[src/rtl/mem_arbiter.sv]
// mem_arbiter: round-robin two-port arbiter and fixed 4-state sequencer for a shared synchronous RAM.
// Optional grant locking (i_w_lock0/1) is compiled in when MEM_ARB_LOCK_EN is defined.
module mem_arbiter #(
  parameter int p_data_width    = 16,
  parameter int p_address_width = 10
) (
  input  logic                       i_w_clk,
  input  logic                       i_w_reset,
  input  logic                       i_w_req0,
  input  logic                       i_w_req1,
  input  logic                       i_w_we0,
  input  logic                       i_w_we1,
  input  logic [p_address_width-1:0] i_w_addr0,
  input  logic [p_address_width-1:0] i_w_addr1,
  input  logic [p_data_width-1:0]    i_w_wdata0,
  input  logic [p_data_width-1:0]    i_w_wdata1,
  input  logic                       i_w_lock0,
  input  logic                       i_w_lock1,
  output logic                       o_w_ack0,
  output logic                       o_w_ack1,
  output logic [p_data_width-1:0]    o_w_rdata0,
  output logic [p_data_width-1:0]    o_w_rdata1,
  output logic [1:0]                 o_w_grant,
  output logic                       o_w_mem_cs,
  output logic                       o_w_mem_we,
  output logic [p_address_width-1:0] o_w_mem_addr,
  output logic [p_data_width-1:0]    o_w_mem_wdata,
  input  logic [p_data_width-1:0]    i_w_mem_rdata
);

  typedef enum logic [1:0] {
    ST_IDLE  = 2'd0,
    ST_ISSUE = 2'd1,
    ST_WAIT  = 2'd2,
    ST_RESP  = 2'd3
  } state_t;

  state_t                     r_state, w_state_nxt;
  logic                       r_last, w_last_nxt;
  logic [1:0]                 r_ack, w_ack_nxt;
  logic [1:0]                 r_grant, w_grant_nxt;
  logic                       r_mem_cs, w_mem_cs_nxt;
  logic                       r_mem_we, w_mem_we_nxt;
  logic [p_address_width-1:0] r_mem_addr, w_mem_addr_nxt;
  logic [p_data_width-1:0]    r_mem_wdata, w_mem_wdata_nxt;
  logic [p_data_width-1:0]    r_rdata0, w_rdata0_nxt;
  logic [p_data_width-1:0]    r_rdata1, w_rdata1_nxt;
  logic                       w_go;
  logic                       w_win;
  logic                       w_locked;
  logic [1:0]                 w_req;

  assign w_req = {i_w_req1, i_w_req0};

`ifdef MEM_ARB_LOCK_EN
  logic       r_lock, w_lock_nxt;
  logic [1:0] w_lock_in;

  assign w_lock_in = {i_w_lock1, i_w_lock0};
  // r_last is always the owner of the most recent transaction, i.e. the lock holder.
  assign w_locked  = r_lock & w_req[r_last];

  // Lock follows the owner's lock input on RESP entry and drops once the owner stops requesting.
  always_comb begin
    w_lock_nxt = r_lock;
    if (r_state == ST_WAIT) begin
      w_lock_nxt = w_lock_in[r_last];
    end else if ((r_state == ST_IDLE) && !w_req[r_last]) begin
      w_lock_nxt = 1'b0;
    end else begin
      w_lock_nxt = r_lock;
    end
  end

  // Lock flag register.
  always_ff @(posedge i_w_clk or negedge i_w_reset) begin
    if (!i_w_reset) begin
      r_lock <= 1'b0;
    end else begin
      r_lock <= w_lock_nxt;
    end
  end
`else
  logic w_unused_lock;

  assign w_unused_lock = i_w_lock0 | i_w_lock1;
  assign w_locked      = 1'b0;
`endif

  // Winner selection: a held lock overrides the round-robin pointer.
  always_comb begin
    w_go  = 1'b1;
    w_win = 1'b0;
    if (w_locked) begin
      w_win = r_last;
    end else if (w_req == 2'b11) begin
      w_win = ~r_last;
    end else if (w_req == 2'b10) begin
      w_win = 1'b1;
    end else if (w_req == 2'b01) begin
      w_win = 1'b0;
    end else begin
      w_go = 1'b0;
    end
  end

  // Next state and next registered outputs.
  always_comb begin
    w_state_nxt     = r_state;
    w_last_nxt      = r_last;
    w_ack_nxt       = 2'b00;
    w_grant_nxt     = r_grant;
    w_mem_cs_nxt    = r_mem_cs;
    w_mem_we_nxt    = r_mem_we;
    w_mem_addr_nxt  = r_mem_addr;
    w_mem_wdata_nxt = r_mem_wdata;
    w_rdata0_nxt    = r_rdata0;
    w_rdata1_nxt    = r_rdata1;
    case (r_state)
      ST_IDLE: begin
        if (w_go) begin
          w_state_nxt     = ST_ISSUE;
          w_last_nxt      = w_win;
          w_grant_nxt     = w_win ? 2'b10 : 2'b01;
          w_mem_cs_nxt    = 1'b1;
          w_mem_we_nxt    = w_win ? i_w_we1 : i_w_we0;
          w_mem_addr_nxt  = w_win ? i_w_addr1 : i_w_addr0;
          w_mem_wdata_nxt = w_win ? i_w_wdata1 : i_w_wdata0;
        end else begin
          w_state_nxt = ST_IDLE;
        end
      end
      ST_ISSUE: begin
        w_state_nxt  = ST_WAIT;
        w_mem_cs_nxt = 1'b0;
        w_mem_we_nxt = 1'b0;
      end
      ST_WAIT: begin
        // RAM data is valid now; only the owner's read register is touched.
        w_state_nxt = ST_RESP;
        w_ack_nxt   = r_grant;
        if (r_last) begin
          w_rdata1_nxt = i_w_mem_rdata;
        end else begin
          w_rdata0_nxt = i_w_mem_rdata;
        end
      end
      ST_RESP: begin
        w_state_nxt = ST_IDLE;
        w_grant_nxt = 2'b00;
      end
      default: begin
        w_state_nxt  = ST_IDLE;
        w_grant_nxt  = 2'b00;
        w_mem_cs_nxt = 1'b0;
        w_mem_we_nxt = 1'b0;
      end
    endcase
  end

  // State register.
  always_ff @(posedge i_w_clk or negedge i_w_reset) begin
    if (!i_w_reset) begin
      r_state <= ST_IDLE;
    end else begin
      r_state <= w_state_nxt;
    end
  end

  // Output and pointer registers.
  always_ff @(posedge i_w_clk or negedge i_w_reset) begin
    if (!i_w_reset) begin
      r_last      <= 1'b1;
      r_ack       <= 2'b00;
      r_grant     <= 2'b00;
      r_mem_cs    <= 1'b0;
      r_mem_we    <= 1'b0;
      r_mem_addr  <= {p_address_width{1'b0}};
      r_mem_wdata <= {p_data_width{1'b0}};
      r_rdata0    <= {p_data_width{1'b0}};
      r_rdata1    <= {p_data_width{1'b0}};
    end else begin
      r_last      <= w_last_nxt;
      r_ack       <= w_ack_nxt;
      r_grant     <= w_grant_nxt;
      r_mem_cs    <= w_mem_cs_nxt;
      r_mem_we    <= w_mem_we_nxt;
      r_mem_addr  <= w_mem_addr_nxt;
      r_mem_wdata <= w_mem_wdata_nxt;
      r_rdata0    <= w_rdata0_nxt;
      r_rdata1    <= w_rdata1_nxt;
    end
  end

  assign o_w_ack0      = r_ack[0];
  assign o_w_ack1      = r_ack[1];
  assign o_w_grant     = r_grant;
  assign o_w_mem_cs    = r_mem_cs;
  assign o_w_mem_we    = r_mem_we;
  assign o_w_mem_addr  = r_mem_addr;
  assign o_w_mem_wdata = r_mem_wdata;
  assign o_w_rdata0    = r_rdata0;
  assign o_w_rdata1    = r_rdata1;

endmodule
[config.mk]
export PLATFORM = sky130hd
export DESIGN_NAME = mem_arbiter
export DESIGN_NICKNAME = d
export VERILOG_FILES = /design/src/rtl/mem_arbiter.sv
export SDC_FILE = /design/constraint.sdc
export NUM_CORES = 1
export LEC_CHECK = 0
export CORE_MARGIN = 4
export CORE_UTILIZATION = 30
export DETAILED_ROUTE_END_ITERATION = 12
export PLACE_DENSITY_LB_ADDON = 0.1
export SLEW_MARGIN = 20
export SYNTH_ARGS = -nofsm -noshare
export SYNTH_HDL_FRONTEND = slang
export SYNTH_SLANG_ARGS = --single-unit
[constraint.sdc]
create_clock -name i_w_clk -period 2.5 [get_ports i_w_clk]
set_input_delay 0.625 -clock i_w_clk [delete_from_list [all_inputs] [get_ports i_w_clk]]
set_output_delay 0.625 -clock i_w_clk [all_outputs]
set_load 0.03 [all_outputs]
==> results of run 1 <==
flip-flops by register name (all words and copies together) (netlist names):
| name | flops |
|---|---|
| o_w_grant | 2 |
| o_w_mem_addr | 10 |
| o_w_mem_cs | 1 |
| o_w_mem_wdata | 16 |
| o_w_mem_we | 1 |
| o_w_rdata0 | 16 |
| o_w_rdata1 | 16 |
| r_ack | 2 |
| r_last | 1 |
| r_state | 2 |
through the flow:
stage          hold slack [ps]    util  std cells
2_1_floorplan            329.4       -        222
3_3_place_gp             460.9  0.4756        482
3_5_place_dp             470.1  0.4756        482
4_1_cts                  240.4  0.4951        498
5_1_grt                  269.6  0.4951        498
6_report                 244.1  0.4951        498
layout by cell type (no fill, tap or decap):
master,instances
clkdlybuf4s50_1,136
dfrtp_1,66
mux2_2,32
mux2i_1,28
nand2_1,27
o21ai_0,17
clkbuf_8,11
o21ai_1,10
ha_1,5
buf_4,4
inv_1,3
a21oi_1,3
buf_12,3
nor2_1,2
and2_1,2
nor2b_1,2
nand3_1,2
a31oi_1,2
clkinvlp_4,2
clkinv_2,2
nand2_2,1
a21bo_4,1
o21ai_4,1
a2bb2oi_2,1
o21ai_2,1
nor3b_1,1
o31ai_1,1
clkbuf_1,1
buf_2,1
dfstp_2,1
cell type report:
| class | instances | area, um2 | area share |
|---|---|---|---|
| tap | 129 | 161.4 | 0.03528 |
| clock inverter | 4 | 25.02 | 0.005470 |
| clock buffer | 12 | 155.1 | 0.03392 |
| multi-input combinational | 139 | 1087 | 0.2377 |
| timing repair buffer | 144 | 1456 | 0.3184 |
| inverter | 3 | 11.26 | 0.002462 |
| sequential | 67 | 1678 | 0.3668 |
report_power, final:
part           internal [mW]  total [mW]  switching (mW)
clock network          0.411       0.812           0.401
registers               1.64        1.91           0.276
logic                   1.55        3.40            1.85
cell usage after synthesis (3+ instances only):
cell	count	share of area
a21oi_1	3	0.0053
buf_2	3	0.0053
buf_4	3	0.0079
clkbuf_1	4	0.0053
dfrtp_1	66	0.58
ha_1	5	0.022
inv_1	3	0.0039
mux2_2	32	0.13
mux2i_1	28	0.098
nand2_1	27	0.035
o21ai_0	17	0.030
o21ai_1	11	0.019
per-layer routing:
layer,global-route usage,vias to the layer above,wire [um]
li1,-,1048,-
met1,0.1590,1004,3014
met2,0.1976,94,3084
met3,0.05818,12,732
met4,0.05828,0,132
met5,0,-,0
worst paths after layout:
| check | startpoint | to | cells after the start |
|---|---|---|---|
| hold reg to reg | o_w_mem_wdata[4] | o_w_mem_wdata[4] | 2 |
| min in group i_w_clk | o_w_mem_wdata[4] | o_w_mem_wdata[4] | 2 |
| max in group asynchronous | i_w_reset | r_last | 2 |
| setup reg to reg | r_state[0] | o_w_rdata0[5] | 5 |
| setup / recovery | o_w_grant[1] | o_w_grant[1] | 1 |
| hold / removal | i_w_reset | o_w_rdata1[9] | 1 |
cells by family after synthesis:
| logic type | share of synthesized area |
|---|---|
| flops | 0.5869 |
| fa+ha+maj | 0.02188 |
| buf+inv | 0.03676 |
| mux | 0.2241 |
| simple gates | 0.05515 |
| compound gates | 0.07527 |
==> results.md, run 1 <==
- Final setup viols: 0
- 1st-iter DRT viols: 42
- Setup repair after global routing missed its margin: false
- Crit-path slowest cell: clkdlybuf4s50_1
- Syn nets: 303
- Die width: 105.6 um
- Hold Vio Cnt, Final: 0
- DRT Pass-1 Iters: 4
- # DRC: 0
- Slew Viols, Final: 0
- #FFs+latches synth: 67
- Area after DPL: 4394 um2
- Delay-heaviest family, CP: buffers and inverters
- Syn Std Cell Area: 2859 um2
- Clock sink total: 67
- Final period util: 0.8238
- DRT antenna net count: 0
- Final Power: 6.124 mW
- Worst endpoint data arrival time: 1430 ps
- Fillers: 873
- Min-delay worst type: primary input to async pin
- Post-synth EDFFs: 0
- Worst setup SP type: flop
- Count of maximum capacitance violations: 0
- Post-CTS Hold Fix Bufs: 0
- Syn avg cell area: 12.88 um2
- Initial Utilization: 0.3094
- Syn Inst Count: 222
- Status: finished, final reports clean
- Worst Setup End Kind: primary output
- Crit-path max FO: 4
- Slew HR: 0.6730
- Area grow syn2layout: 60.00%
- Crit path time final: 2060 ps
- Ys Warns: 0
- Share of layout cells above drive strength 1: 0.1653
- CTS HTree Levels: 3
- Buf/Inv on CP: 1
- CTS Root Cell: clkbuf_8
- Critical path, cell by cell: clkdlybuf4s50_1
- Setup ws final: 440.4 ps
- Total congestion overflow: 0
- Fmax: 485.5 MHz
- CTS max path bufs: 2
- Final instance area: 4574 um2
- Worst path max stage delay: 700 ps
- Netlist cell types: 26
- CORE AREA: 9240 um2
- Final-stage net count: 445
- Seq/Total Area, Yosys: 0.5869
- Vias in the first global route: 2258
- Most used DFF post-synth: dfrtp_1
- Clk Latency, worst-skew pair: 330 ps
- Clock Skew: 11.40 ps
- Post-synth ARST share: 1.000
- CTS buffer count: 9
- Resize count post-CTS: 0
- Setup TNS Final: 0 ps
- Worst-margin pin slew: 490.5 ps
- Global Route Usage Sum: 0.1301
- Power Density: 1339 nW/um2
- Die Y: 105.6 um
- Antenna violations before repair: 0
- VDD IR-drop max: 0.4093 mV
- Std-Cell Rows: 35
- CTS tree: built
- First-pass GRT wire length: 11320 um
- Largest net degree at the start of global routing: 45
- PortBufs: 137
- Full die area: 11160 um2
- DR vias: 2158
- HPWL Detailed: 5310 um
- Setup Fix Bufs, Post-CTS: 0
- Worst slack at placement: 266.9 ps
- Ports: 140
- GPL Wtd Cong: 0.7196
- WL/cell: 13.98 um
- LEAKAGE: 2.000 nW
- Antenna diodes: 0
- Vias/cell: 4.333
- Worst-path clk slew: 80 ps
- CP Class: flop to primary output
- Drt total wl: 6963 um
- Worst EP required: 1880 ps
- Flop2flop setup slack: 820 ps
No activity file was read; power rests on OpenSTA's default activity.
==> run 2, diff against run 1 <==
clock period = 2 ns   (was 2.5 ns; I/O delays follow)
==> run 2 against run 1 <==
  * Final area rose by 0.74%
  * Sequential share of layout area fell by 0.27 points
  * Largest cell class unchanged
  * Combinational power up 26%
  * Largest power group unchanged
  * Die area did not move
  * Register-to-register slack worse by 490 ps
  * Worst setup slack got worse by 370 ps
  * Count of clock-buffer cells in the layout fell by 1
  * Non-clock buffer count is 1 higher
  * Global-route usage decreased by 0.079 points
==> results.md, run 2 (synthesis results as in run 1) <==
- Die Y: 105.6 um (unchanged)
- FF-to-FF path depth: 5 (unchanged)
- Clock sink total: 67 (unchanged)
- Cell-internal power: 4.599 mW (was 3.594 mW)
- Worst Setup End Kind: primary output (unchanged)
- Global Route Usage Sum: 0.1294 (was 0.1301)
- First-pass GRT wire length: 11300 um (was 11320 um)
- Setup TNS Final: 0 ps (unchanged)
- CTS Root Cell: clkbuf_8 (unchanged)
- Met1 Use GR: 0.1606 (was 0.1590)
- VDD IR-drop max: 0.5775 mV (was 0.4093 mV)
- Min-delay worst type: primary input to async pin (unchanged)
- RR Startpoint: r_state[0] (unchanged)
- Worst-path clk slew: 70 ps (was 80 ps)
- LEAKAGE: 2.021 nW (was 2.000 nW)
- Commonest non-fill, non-tap cell in the layout: clkdlybuf4s50_1 (unchanged)
- CORE AREA: 9240 um2 (unchanged)
- Crit-path slowest cell: clkdlybuf4s50_1 (unchanged)
- Setup repair after global routing missed its margin: false (unchanged)
- CTS max path bufs: 2 (unchanged)
- Post-CTS Hold Fix Bufs: 0 (unchanged)
- Met2 usage: 0.2013 (was 0.1976)
- Worst endpoint data arrival time: 1430 ps (about the same)
- Critical path, cell by cell: clkdlybuf4s50_1 (unchanged)
- Die width: 105.6 um (unchanged)
- Hold Slack: 134.2 ps (was 244.1 ps)
- Delay-heaviest family, CP: buffers and inverters (unchanged)
- Final setup viols: 0 (unchanged)
- Sequential Area: 1678 um2 (unchanged)
- HPWL Detailed: 5284 um (was 5310 um)
- Sequential power share: 0.309 (was 0.312)
- Resize count post-CTS: 0 (unchanged)
- Crit path time final: 1934 ps
- 1st-iter DRT viols: 53 (was 42)
- Ports: 140 (unchanged)
- Setup Fix Bufs, Post-CTS: 0 (unchanged)
- GR peak layer: met2 (unchanged)
- Fillers: 881 (was 873)
- Most frequent cells in the layout: clkdlybuf4s50_1 (136), dfrtp_1 (66), mux2_2 (32), mux2i_1 (28), nand2_1 (27) (unchanged)
- Antenna violations before repair: 0 (unchanged)
- Clk Latency, worst-skew pair: 330 ps (about the same)
- Hold Vio Cnt, Final: 0 (unchanged)
- Final-stage net count: 446 (was 445)
- DRT antenna net count: 0 (unchanged)
- DR vias: 2168 (was 2158)
- # DRC: 0 (unchanged)
- Final period util: 0.9672
- Clock Skew: 10.60 ps (was 11.40 ps)
- Share of layout cells above drive strength 1: 0.1676 (was 0.1653)
- Vias in the first global route: 2246 (was 2258)
- Count of maximum capacitance violations: 0 (unchanged)
- Full die area: 11160 um2 (unchanged)
- CTS tree: built (unchanged)
- Area of the multi-input gates: 1087 um2 (unchanged)
- CTS buffer count: 9 (unchanged)
- Sw frac: 0.4078 (was 0.4131)
- Total congestion overflow: 0 (unchanged)
- Area grow syn2layout: 61.18% (was 60.00%)
- Logic pwr share: 0.550 (was 0.555)
- Flop2flop setup slack: 330 ps (was 820 ps)
- Fmax: 516.9 MHz
- Worst setup SP type: flop (unchanged)
- Antenna diodes: 0 (unchanged)
- DRT Pass-1 Iters: 4 (unchanged)
- PortBufs: 137 (unchanged)
- CTS HTree Levels: 3 (unchanged)
- Worst-margin pin slew: 512.0 ps (was 490.5 ps)
- Drt total wl: 6919 um (was 6963 um)
- WL/cell: 13.87 um (was 13.98 um)
- CP Class: flop to primary output (unchanged)
- Psw: 3.167 mW (was 2.530 mW)
- Std-Cell Rows: 35 (unchanged)
- GR Util met3: 0.05266 (was 0.05818)
- Status: finished, final reports clean (unchanged)
- Finished Core Util: 0.4987 (was 0.4951)
- GPL Wtd Cong: 0.7393 (was 0.7196)
- Power Density: 1685 nW/um2 (was 1339 nW/um2)
- Buf/Inv on CP: 1 (unchanged)
- Crit-path max FO: 4 (unchanged)
- Worst path max stage delay: 700 ps (about the same)
- Initial Utilization: 0.3094 (unchanged)
- Slew HR: 0.6587 (was 0.6730)
- Vias/cell: 4.345 (was 4.333)
- Largest net degree at the start of global routing: 47 (was 45)
- Clk network pwr share: 0.141 (was 0.133)
- FF-to-FF End: o_w_rdata0[9] (was o_w_rdata0[5])
- Slew Viols, Final: 0 (unchanged)
- Worst EP required: 1500 ps (was 1880 ps)
run 2: cell count changes in the layout (fill, tap and decap cells not counted):
cell,before,now
buf_12,3,4
bufinv_16,0,1
clkbuf_8,11,10
clkinv_2,2,3
clkinvlp_4,2,1
run 2: worst max path at each step:
stage	depth (start not counted)	slack, ps	start	endpoint
finish	1	70	o_w_grant[1]	o_w_grant[1]
detailed placement	5	50	i_w_req1	o_w_mem_we
floorplan	6	420	r_state[0]	o_w_rdata0[10]
global placement	5	60	i_w_req0	o_w_mem_wdata[13]
CTS	1	30	o_w_grant[1]	o_w_grant[1]
global route	1	7	o_w_grant[1]	o_w_grant[1]
run 2: metrics by stage:
| step | instances | worst slack (ps) | cell area, um2 | power, mW |
|---|---|---|---|---|
| after CTS | 499 | 34.24 | 4608 | 7.899 |
| after floorplan | 222 | 424.5 | 2859 | 4.938 |
| after detailed placement | 483 | 45.90 | 4414 | 6.762 |
| after global routing | 499 | 7.076 | 4608 | 8.279 |
| after global placement | 483 | 64.34 | 4414 | 6.717 |
| final | 499 | 65.53 | 4608 | 7.765 |
run 2: power groups by stage:
stage | logic (mW) | clock network (mW) | registers, mW
2_1_floorplan | 1.26 | 0 | 3.68
3_3_place_gp | 4.31 | 0 | 2.41
3_5_place_dp | 4.33 | 0 | 2.43
4_1_cts | 4.34 | 1.14 | 2.41
5_1_grt | 4.58 | 1.20 | 2.50
6_report | 4.27 | 1.10 | 2.40
run 2: cell type report:
type / instances / share of cell area
Sequential cell: 67 / 0.3641
Timing Repair Buffer: 145 / 0.3204
Multi-Input combinational cell: 139 / 0.2359
Tap cell: 129 / 0.03503
Clock buffer: 11 / 0.03068
Clock inverter: 5 / 0.01140
Inverter: 3 / 0.002444
run 2: metal layers:
metal | wire (um) | vias to the layer above
met1 | 3108 | 1009
li1 | - | 1056
met4 | 90 | 0
met3 | 674 | 9
met2 | 3045 | 94
met5 | 0 | -
==> run 3, diff against run 2 <==
CORE_UTILIZATION = 40   (was 30)
==> run 3 against run 2 <==
  * Register-to-register slack is essentially flat
  * Utilization grew 17 points
  * Sequential share of layout area grew 0.11 points
  * Clock power is essentially flat
  * Sequential cell count is the same
  * Combinational power grew 1%
  * Power grew 0.56%
  * Count of clock-buffer cells in the layout is the same
  * Largest cell class unchanged
==> results.md, run 3 (synthesis results as in run 1) <==
- Status: finished, final reports clean (unchanged)
- PortBufs: 137 (unchanged)
- Met3 wire len: 657 um (was 674 um)
- Worst endpoint data arrival time: 1420 ps (was 1430 ps)
- Sequential Area: 1678 um2 (unchanged)
- Crit path time final: 1920 ps (was 1934 ps)
- Final Power: 7.809 mW (was 7.765 mW)
- M1 wire length: 2795 um (was 3108 um)
- Post-CTS Hold Fix Bufs: 0 (unchanged)
- CORE AREA: 6869 um2 (was 9240 um2)
- Full die area: 8564 um2 (was 11160 um2)
- Hold Vio Cnt, Final: 0 (unchanged)
- Power Density: 1700 nW/um2 (was 1685 nW/um2)
- Antenna violations before repair: 0 (unchanged)
- DRT antenna net count: 0 (unchanged)
- Slew Viols, Final: 0 (unchanged)
- # DRC: 0 (unchanged)
- Total congestion overflow: 0 (unchanged)
- Psw: 3.170 mW (was 3.167 mW)
- Worst-path clk slew: 70 ps (about the same)
- WL/cell: 14.45 um (was 13.87 um)
- Sequential power share: 0.306 (was 0.309)
- Crit-path slowest cell: clkdlybuf4s50_1 (unchanged)
- Clock Skew: 6.706 ps (was 10.60 ps)
- Worst Setup End Kind: primary output (unchanged)
- Worst path max stage delay: 690 ps (was 700 ps)
- Buf/Inv on CP: 1 (unchanged)
- CP Class: flop to primary output (unchanged)
- Global Route Usage Sum: 0.1685 (was 0.1294)
- Setup Fix Bufs, Post-CTS: 0 (unchanged)
- Area grow syn2layout: 60.70% (was 61.18%)
- Cell-internal power: 4.639 mW (was 4.599 mW)
- CTS Root Cell: clkbuf_8 (unchanged)
- Area after DPL: 4400 um2 (was 4414 um2)
- Largest net degree at the start of global routing: 68 (was 47)
- Die width: 92.54 um (was 105.6 um)
- Hold Slack: 172.8 ps (was 134.2 ps)
- Setup TNS Final: 0 ps (unchanged)
- Die Y: 92.54 um (was 105.6 um)
- Most frequent cells in the layout: clkdlybuf4s50_1 (136), dfrtp_1 (66), mux2_2 (32), mux2i_1 (28), nand2_1 (27) (unchanged)
- Fillers: 546 (was 881)
- Delay-heaviest family, CP: buffers and inverters (unchanged)
- LEAKAGE: 2.033 nW (was 2.021 nW)
- Worst EP required: 1500 ps (about the same)
- CTS HTree Levels: 3 (unchanged)
- Final setup viols: 0 (unchanged)
- Worst setup SP type: flop (unchanged)
- Clk network pwr share: 0.140 (was 0.141)
- CTS tree: built (unchanged)
- Clk Latency, worst-skew pair: 330 ps (about the same)
- Worst-margin pin slew: 412.5 ps (was 512.0 ps)
- Commonest non-fill, non-tap cell in the layout: clkdlybuf4s50_1 (unchanged)
- DRT Pass-1 Iters: 4 (unchanged)
- VDD IR-drop max: 0.7380 mV (was 0.5775 mV)
- Crit-path max FO: 4 (unchanged)
- Ports: 140 (unchanged)
- GPL Wtd Cong: 0.6867 (was 0.7393)
- Logic pwr share: 0.553 (was 0.550)
- CTS max path bufs: 2 (unchanged)
- Min-delay worst type: primary input to async pin (unchanged)
- Finished Core Util: 0.6689 (was 0.4987)
- HPWL Detailed: 5132 um (was 5284 um)
- First-pass GRT wire length: 11170 um (was 11300 um)
- Critical path, cell by cell: clkdlybuf4s50_1 (unchanged)
- Std-Cell Rows: 30 (was 35)
- DR vias: 2167 (was 2168)
- Vias in the first global route: 2333 (was 2246)
- Initial Utilization: 0.4162 (was 0.3094)
- CTS buffer count: 9 (unchanged)
- DR top layer: met4 (unchanged)
- Setup repair after global routing missed its margin: false (unchanged)
- Wire length on met2: 3177 um (was 3045 um)
- Drt total wl: 6762 um (was 6919 um)
- Final instance area: 4594 um2 (was 4608 um2)
- Share of layout cells above drive strength 1: 0.1720 (was 0.1676)
- Clock sink total: 67 (unchanged)
- Antenna diodes: 0 (unchanged)
- Slew HR: 0.7240 (was 0.6587)
- Final period util: 0.9602 (was 0.9672)
- Resize count post-CTS: 0 (unchanged)
- Final-stage net count: 448 (was 446)
- 1st-iter DRT viols: 24 (was 53)
- Count of maximum capacitance violations: 0 (unchanged)
- Sw frac: 0.4059 (was 0.4078)
- Fmax: 520.7 MHz (was 516.9 MHz)
- Area of the multi-input gates: 1087 um2 (unchanged)
- Vias/cell: 4.630 (was 4.345)
-- run 3: metal layers --
metal / vias to the layer above / global-route usage
li1: 1059 / -
met1: 1006 / 0.1982
met2: 90 / 0.2719
met3: 12 / 0.06011
met4: 0 / 0.08416
met5: - / 0
-- run 3: power by group through the flow --
stage	Combinational, mW	Sequential, mW	Clock, mW
finish	4.32	2.39	1.10
global route	4.62	2.50	1.19
CTS	4.39	2.40	1.13
detailed placement	4.38	2.42	0
global placement	4.34	2.39	0
floorplan	1.26	3.68	0
-- run 3: layout make-up --
cell class,count,share of cell area
Inverter,3,0.002451
Tap cell,96,0.02614
Multi-Input combinational cell,139,0.2367
Clock buffer,11,0.03077
Clock inverter,5,0.01144
Sequential cell,67,0.3652
Timing Repair Buffer,147,0.3273
-- run 3: worst paths after layout --
| check | start | end | slack, ps | depth (start not counted) |
|---|---|---|---|---|
| setup / recovery | o_w_grant[1] | o_w_grant[1] | 80 | 1 |
| setup reg to reg | r_state[0] | o_w_rdata0[8] | 340 | 5 |
| max in group asynchronous | i_w_reset | r_last | 1500 | 2 |
| min in group i_w_clk | o_w_mem_wdata[10] | o_w_mem_wdata[10] | 480 | 2 |
| hold reg to reg | o_w_mem_wdata[10] | o_w_mem_wdata[10] | 480 | 2 |
| hold / removal | i_w_reset | o_w_rdata0[12] | 170 | 2 |
-- run 3: metrics by stage --
step / cells / setup WS, ps
after detailed placement: 452 / 67.29
after global routing: 468 / 29.04
after CTS: 468 / 53.64
after global placement: 452 / 87.80
final: 468 / 79.68
after floorplan: 222 / 424.5
